**src/rtl/snax_csr_launcher_pkg.sv**
```systemverilog
// Shared definitions for the SimbaCore CSR launcher: register map offsets
// (relative to the number of staging registers) and the launch FSM states.
package snax_csr_launcher_pkg;

  typedef enum logic {
    LAUNCH_IDLE    = 1'b0,
    LAUNCH_PENDING = 1'b1
  } launch_state_e;

  function automatic int unsigned start_ofs(input int unsigned n);
    return n;
  endfunction

  function automatic int unsigned status_ofs(input int unsigned n);
    return n + 1;
  endfunction

  function automatic int unsigned stall_ofs(input int unsigned n);
    return n + 2;
  endfunction

  function automatic int unsigned ro_base(input int unsigned n);
    return n + 3;
  endfunction

endpackage

```
**src/rtl/snax_simbacore_csr_launcher.sv**
```systemverilog
// CSR launch controller: staging registers are snapshotted into a shadow set
// on START and handed to the SimbaCore shell through a valid/ready launch.
//
// state          | meaning
// LAUNCH_IDLE    | no launch outstanding, START writes accepted
// LAUNCH_PENDING | shadow set presented, waiting for csr_reg_set_ready_i
module snax_simbacore_csr_launcher
  import snax_csr_launcher_pkg::*;
#(
  parameter int unsigned NumRwCsr     = 5,
  parameter int unsigned NumRoCsr     = 1,
  parameter int unsigned RegDataWidth = 32,
  parameter int unsigned RegAddrWidth = 32
) (
  input  logic                                     clk_i,
  input  logic                                     rst_i,
  input  logic [RegAddrWidth-1:0]                  csr_req_addr_i,
  input  logic [RegDataWidth-1:0]                  csr_req_data_i,
  input  logic                                     csr_req_write_i,
  input  logic                                     csr_req_valid_i,
  output logic                                     csr_req_ready_o,
  output logic [RegDataWidth-1:0]                  csr_rsp_data_o,
  output logic                                     csr_rsp_valid_o,
  input  logic                                     csr_rsp_ready_i,
  output logic [NumRwCsr-1:0][RegDataWidth-1:0]    csr_reg_rw_set_o,
  output logic                                     csr_reg_set_valid_o,
  input  logic                                     csr_reg_set_ready_i,
  input  logic [NumRoCsr-1:0][RegDataWidth-1:0]    csr_reg_ro_set_i
);

  localparam logic [RegAddrWidth-1:0] AddrStart  = RegAddrWidth'(start_ofs(NumRwCsr));
  localparam logic [RegAddrWidth-1:0] AddrStatus = RegAddrWidth'(status_ofs(NumRwCsr));
  localparam logic [RegAddrWidth-1:0] AddrStall  = RegAddrWidth'(stall_ofs(NumRwCsr));
  localparam logic [RegAddrWidth-1:0] AddrRoBase = RegAddrWidth'(ro_base(NumRwCsr));

  launch_state_e             state_q, state_d;
  logic [RegDataWidth-1:0]   staging_q [NumRwCsr];
  logic [RegDataWidth-1:0]   shadow_q  [NumRwCsr];
  logic [31:0]               stall_cnt_q;
  logic                      rsp_valid_q;
  logic [RegDataWidth-1:0]   rsp_data_q;
  logic [RegDataWidth-1:0]   rd_data;
  logic                      launch_pending;
  logic                      addr_is_start;
  logic                      req_fire;
  logic                      wr_fire;
  logic                      rd_fire;
  logic                      start_go;

  assign launch_pending = (state_q == LAUNCH_PENDING);
  assign addr_is_start  = (csr_req_addr_i == AddrStart);

  // A second START must not overwrite the shadow set while the shell has not taken it.
  assign csr_req_ready_o = !rsp_valid_q && !(csr_req_write_i && addr_is_start && launch_pending);

  assign req_fire = csr_req_valid_i && csr_req_ready_o;
  assign wr_fire  = req_fire && csr_req_write_i;
  assign rd_fire  = req_fire && !csr_req_write_i;
  assign start_go = wr_fire && addr_is_start && csr_req_data_i[0];

  always_ff @(posedge clk_i) begin
    if (rst_i) state_q <= LAUNCH_IDLE;
    else       state_q <= state_d;
  end

  always_comb begin
    state_d = state_q;
    case (state_q)
      LAUNCH_IDLE:    if (start_go) state_d = LAUNCH_PENDING;
      LAUNCH_PENDING: if (csr_reg_set_ready_i) state_d = LAUNCH_IDLE;
      default:        state_d = LAUNCH_IDLE;
    endcase
  end

  assign csr_reg_set_valid_o = launch_pending;

  always_ff @(posedge clk_i) begin
    if (rst_i) begin
      stall_cnt_q <= '0;
    end else if (start_go) begin
      stall_cnt_q <= '0;
    end else if (launch_pending && !csr_reg_set_ready_i && (stall_cnt_q != 32'hFFFF_FFFF)) begin
      stall_cnt_q <= stall_cnt_q + 32'd1;
    end
  end

  for (genvar k = 0; k < NumRwCsr; k++) begin : g_rw
    always_ff @(posedge clk_i) begin
      if (rst_i) begin
        staging_q[k] <= '0;
        shadow_q[k]  <= '0;
      end else begin
        if (wr_fire && (csr_req_addr_i == RegAddrWidth'(k))) staging_q[k] <= csr_req_data_i;
        if (start_go) shadow_q[k] <= staging_q[k];
      end
    end
    assign csr_reg_rw_set_o[k] = shadow_q[k];
  end

  // START and unmapped addresses fall through to zero.
  always_comb begin
    rd_data = '0;
    for (int k = 0; k < NumRwCsr; k++) begin
      if (csr_req_addr_i == RegAddrWidth'(k)) rd_data = staging_q[k];
    end
    if (csr_req_addr_i == AddrStatus) rd_data = {{(RegDataWidth-1){1'b0}}, launch_pending};
    if (csr_req_addr_i == AddrStall)  rd_data = RegDataWidth'(stall_cnt_q);
    for (int k = 0; k < NumRoCsr; k++) begin
      if (csr_req_addr_i == AddrRoBase + RegAddrWidth'(k)) rd_data = csr_reg_ro_set_i[k];
    end
  end

  always_ff @(posedge clk_i) begin
    if (rst_i) begin
      rsp_valid_q <= 1'b0;
      rsp_data_q  <= '0;
    end else if (rd_fire) begin
      rsp_valid_q <= 1'b1;
      rsp_data_q  <= rd_data;
    end else if (rsp_valid_q && csr_rsp_ready_i) begin
      rsp_valid_q <= 1'b0;
    end
  end

  assign csr_rsp_valid_o = rsp_valid_q;
  assign csr_rsp_data_o  = rsp_data_q;

endmodule

```
**config.mk**
```make
export PLATFORM = sky130hd
export DESIGN_NAME = snax_simbacore_csr_launcher
export DESIGN_NICKNAME = d
export VERILOG_FILES = /design/src/rtl/snax_csr_launcher_pkg.sv /design/src/rtl/snax_simbacore_csr_launcher.sv
export SDC_FILE = /design/constraint.sdc
export NUM_CORES = 1
export LEC_CHECK = 0
export ABC_AREA = 0
export ABC_CLOCK_PERIOD_IN_PS = 9900
export BUFFER_PORTS_ARGS = -buffer_cell sky130_fd_sc_hd__clkbuf_2
export CAP_MARGIN = 20
export CORE_ASPECT_RATIO = 0.9
export CORE_UTILIZATION = 56
export DETAILED_ROUTE_END_ITERATION = 6
export PLACE_DENSITY_LB_ADDON = 0.15
export SYNTH_ARGS = -nofsm -noshare
export SYNTH_HDL_FRONTEND = slang
export SYNTH_SLANG_ARGS = --single-unit
```
**constraint.sdc**
```tcl
create_clock -name clk_i -period 9.9 [get_ports clk_i]
set_input_delay 1.98 -clock clk_i [delete_from_list [all_inputs] [get_ports clk_i]]
set_output_delay 1.98 -clock clk_i [all_outputs]
set_load 0.01 [all_outputs]
```
Word level (Yosys, flattened, before mapping)
Memories as Yosys holds them, arrays and structs flattened.
Cells that the tools add are included.

storage, ports and cells
  register bits after elaboration = 66
  bits in writable memories = 320
  bits of input ports = 102
  output and inout port bits = 195
  logic and storage cells = 92
  memories = 2

memories
  name       depth  width  read ports  clocked after Yosys merged registers in  wr ports  line                               source
  shadow_q   5      32     5           0                                        5         snax_simbacore_csr_launcher.sv:38  logic [RegDataWidth-1:0] shadow_q [NumRwCsr];
  staging_q  5      32     5           0                                        5         snax_simbacore_csr_launcher.sv:37  logic [RegDataWidth-1:0] staging_q [NumRwCsr];

operators by class
  $add $sub $neg = 1
  equality and inequality tests = 9
  muxes and demuxes = 42
  bitwise gates (word level) = 11
  reduce and logical (&&, ||, !) cells = 23

operators with widths
  cell                                            number
  two-way mux 32 bit                              18
  == test 32 x 3 -> 1 bit, second input constant  4
  == test 32 x 2 -> 1 bit, second input constant  2
  adder 32 x 1 -> 32 bit, second input constant   1
  == test 32 x 1 -> 1 bit, second input constant  1
  == test 32 x 4 -> 1 bit, second input constant  1
  logical NOT 32 bit                              1
  != test 32 bit, second input constant           1
  two-way mux 1 bit                               23
  logical AND 1 bit                               16
  OR 1 bit                                        10
  logical NOT 1 bit                               4
  case mux 1 bit (2 select lines)                 1
  nonzero test 2 bit                              1
  OR reduction 2 bit                              1
  inverter 1 bit                                  1

Longest topological paths before layout
  depth after elaboration = 13
  mapped depth = 9
  gate-level depth less buffers = 5

Worst setup path after synthesis
No wires, ideal clock.

  path type = input to register
  start = input port csr_req_addr_i[8]
  end = memory shadow_q[0][0] (enable)
  setup time = 587 ps
  data arrival time = 7,715 ps
  data required time = 9,313 ps
  path slack = 1,598 ps
  stages on the path = 6
  path buffers = 2
  cell sequence = nor4_1 -> nand4_1 -> nor4_1 -> or2_2 -> clkbuf_1 -> clkbuf_1

RTL lines
  item         line                               source
  from (decl)  snax_simbacore_csr_launcher.sv:17  input logic [RegAddrWidth-1:0] csr_req_addr_i,
  to (decl)    snax_simbacore_csr_launcher.sv:38

Final worst setup path
  start = input port csr_req_addr_i[1]
  end = output port csr_req_ready_o

between the ends
  cells in the longest elaborated chain, start to end = 5

ends and longest elaborated chain
  item                            line                               source
  == test 32 x 3 -> 1 bit         snax_simbacore_csr_launcher.sv:51  assign addr_is_start = (csr_req_addr_i == AddrStart);
  logical AND 1 bit (2 in a row)  snax_simbacore_csr_launcher.sv:54  assign csr_req_ready_o = !rsp_valid_q && !(csr_req_write_i && addr_is_start && launch_pending);
  logical NOT 1 bit               snax_simbacore_csr_launcher.sv:54
  logical AND 1 bit               snax_simbacore_csr_launcher.sv:54
  to (decl)                       snax_simbacore_csr_launcher.sv:21  output logic csr_req_ready_o,

No other way between the ends.

==> flow_metrics.py <==
metrics = {
    "cts": {
        "cts_sinks": 386,
        "clk-insertion-delay-late_ns": 0.53,
        "post_cts_buffers": 0,
        "cts_resized": 0,
        "clkTransAtPathRegs_ns": 0.05,
        "cts-root-buf": "clkbuf_16",
        "cts_max_level": 2,
        "cts_hold_buf": 0,
        "cts_tree": "built",
        "cts_buffer_depth": 3,
        "cts_buffers": 39,
    },
    "yosys": {
        "syn_nets": 1455,
        "synth.avg_cell_area_sq_um": 12.42,
        "synth.most_common_cell": "edfxtp_1",
        "synth_area_sq_mm": 0.01679,
        "synth_area_leaders": "edfxtp_1, dfxtp_1, and2_1, nor2_1, mux4_2",
        "synth_edf_count": 320,
        "ys_async_sr_fraction": 0,
        "yosysSeqAreaShare": 0.6508,
        "ys_seq_elements": 386,
        "synthTopCellsByCount": "edfxtp_1, nor2_1, and2_1",
        "ys_types": 63,
        "syn_inst": 1352,
        "synth_top_flop_cell": "edfxtp_1",
        "yosysWarningCount": 0,
        "yosysTopAreaCell": "edfxtp_1",
        "synth_top_area_share": 0.5722,
    },
    "global_route": {
        "first_global_vias": 11650,
        "grt_max_degree": 95,
        "grt_overflow_total": 0,
        "grt_usage": 0.2958,
        "antenna_found_initial": 1,
        "grt_pass1_wl_um": 68100,
    },
    "drt": {
        "routedWlPerCell_um": 22.53,
        "drc_errors": 0,
        "drt-total-wl_um": 45570,
        "vias": 12210,
        "drt_iter0_markers": 1366,
        "first_pass_iters": 5,
        "vias_per_cell": 6.037,
        "drtAntennaViolNets": 0,
    },
    "cells_and_area": {
        "seq_area_sq_mm": 0.01093,
        "layout.nets": 1702,
        "fill_cells": 2205,
        "drive_gt1_frac": 0.2551,
        "n_antenna_cell": 0,
        "stdcell_count": 2023,
        "areaGrowthSynthToFinish_pct": 17.30,
        "multi_input_area_sq_mm": 0.005331,
    },
    "setup_path": {
        "path_max_fanout": 62,
        "critPathCaptureType": "primary output",
        "worst_ep_arrival_time_ns": 3.98,
        "startpoint_type": "input port",
        "critPathRequiredTime_ns": 7.92,
        "critical_path_class": "in2out",
    },
    "pwr": {
        "power_density_mw_per_mm2": 180.3,
        "max-vdd-ir-drop_uv": 132.1,
        "p_total_mw": 3.551,
        "leakagePower_nw": 7.510,
    },
    "die": {
        "num_rows": 59,
        "core_area_sq_mm": 0.02923,
        "fp.dieW_um": 184.5,
        "start_util": 0.5745,
        "dieArea_sq_mm": 0.03069,
        "io_pins": 297,
        "die-height_um": 166.3,
    },
    "sta": {
        "relSlewSlack": 0.2706,
        "finalCriticalPeriod_ns": 5.958,
        "skew_ns": 0.01899,
        "tns_ns": 0,
        "tightestPinTransition_ns": 1.094,
        "timing.hold.ws_ns": 0.4924,
        "hold_viol": 0,
        "drv_slew": 0,
        "setup_ws_ns": 3.942,
        "layout_worst_path_cycle_share": 0.6019,
        "setup_viol": 0,
        "rsz0062_at_grt": "no",
        "max_freq_mhz": 167.8,
    },
    "status": {
        "status": "completed",
    },
    "job": {
        "cap_violations": 0,
    },
    "placed_design": {
        "hpwl_um": 29060,
        "pre_cts_ws_ns": 3.958,
        "portBuffers": 296,
        "dp_cells": 1954,
        "gp_congestion": 0.8607,
    },
    "hold_path": {
        "hold_path_class": "reg2reg",
    },
}
-- per-stage QoR --
step | area, sq um | utilization
after detailed placement | 18390 | 0.6290
after floorplan | 16790 | -
after global routing | 19700 | 0.6739
after global placement | 18390 | 0.6290
after CTS | 19700 | 0.6739
final | 19700 | 0.6739
-- flip-flops by register name, summed over array words and instances (netlist names) --
signal               count
csr_reg_set_valid_o      1
stall_cnt_q             32
csr_rsp_data_o          32
staging_q              160
shadow_q               160
csr_rsp_valid_o          1
-- area by class of cell --
class / instances / share of cell area
clock buffer: 53 / 0.05373
clock inverter: 16 / 0.01296
inverter: 18 / 0.003430
multi-input combinational: 848 / 0.2706
sequential: 386 / 0.5548
tap: 396 / 0.02515
timing repair buffer: 306 / 0.07926
-- worst max-delay path, stage by stage --
cell      delay, ns
clkbuf_2       0.08
buf_4          0.57
inv_2          0.61
and4_1         0.40
a31oi_1        0.16
clkbuf_2       0.15
-- path summary, 6_finish.rpt --
check / depth (start not counted) / startpoint / slack [ns] / to
min: 2 / csr_rsp_data_o[4] / 0.49 / csr_rsp_data_o[4]
max: 6 / csr_req_addr_i[1] / 3.94 / csr_req_ready_o
min reg2reg: 2 / csr_rsp_data_o[4] / 0.49 / csr_rsp_data_o[4]
max reg2reg: 5 / csr_rsp_valid_o / 6.66 / staging_q[2][6]
-- power breakdown --
part / total (mW) / switching [mW] / internal (mW) / leakage [nW]
clock: 1.54 / 0.605 / 0.932 / 0.643
sequential: 1.82 / 0.0212 / 1.80 / 3.87
combinational: 0.198 / 0.131 / 0.0664 / 3.00
-- placed cells by master (no fill, tap or decap), types with 4 or more instances in the layout --
cell type / count
clkbuf_16: 39
o221ai_1: 13
nand3_1: 12
nand4_1: 11
nand2_1: 17
clkinv_2: 5
clkbuf_2: 294
a22oi_1: 30
mux4_2: 18
nor4_1: 8
or3_1: 23
dfxtp_1: 66
buf_4: 12
inv_1: 17
nand2b_1: 47
o21ai_0: 69
clkbuf_1: 11
a21o_1: 17
nor2_2: 4
and3_1: 4
a221o_1: 17
or4_1: 7
mux2i_1: 16
nor2_1: 199
and2_1: 162
and4_1: 4
edfxtp_1: 320
nor3_1: 18
a2111oi_0: 13
bufinv_16: 7
o211ai_1: 14
nand2b_2: 4
o31ai_1: 7
a21oi_1: 61
o21ai_2: 10
-- per-layer routing --
metal  share of wire  GRT usage  vias up
met5               0          0        -
met4           0.042     0.1207        0
met2            0.47     0.4658      716
li1                -          -     5463
met3           0.092    0.05373      122
met1            0.40     0.4070     5911
-- cells by family (layout without fill, tap and decap cells) --
family | count (synthesis) | after routing | synth area share
XOR/XNOR | 2 | 2 | 0.001043
flip-flops | 386 | 386 | 0.6508
buffers and inverters | 118 | 393 | 0.03300
AO/OA/AOI/OAI | 265 | 265 | 0.1044
adder cells (fa/ha/maj) | 1 | 1 | 0.0007449
multiplexers | 34 | 34 | 0.03367
AND/OR/NAND/NOR | 546 | 546 | 0.1763
Note: power is estimated with default switching activity, not from simulation.
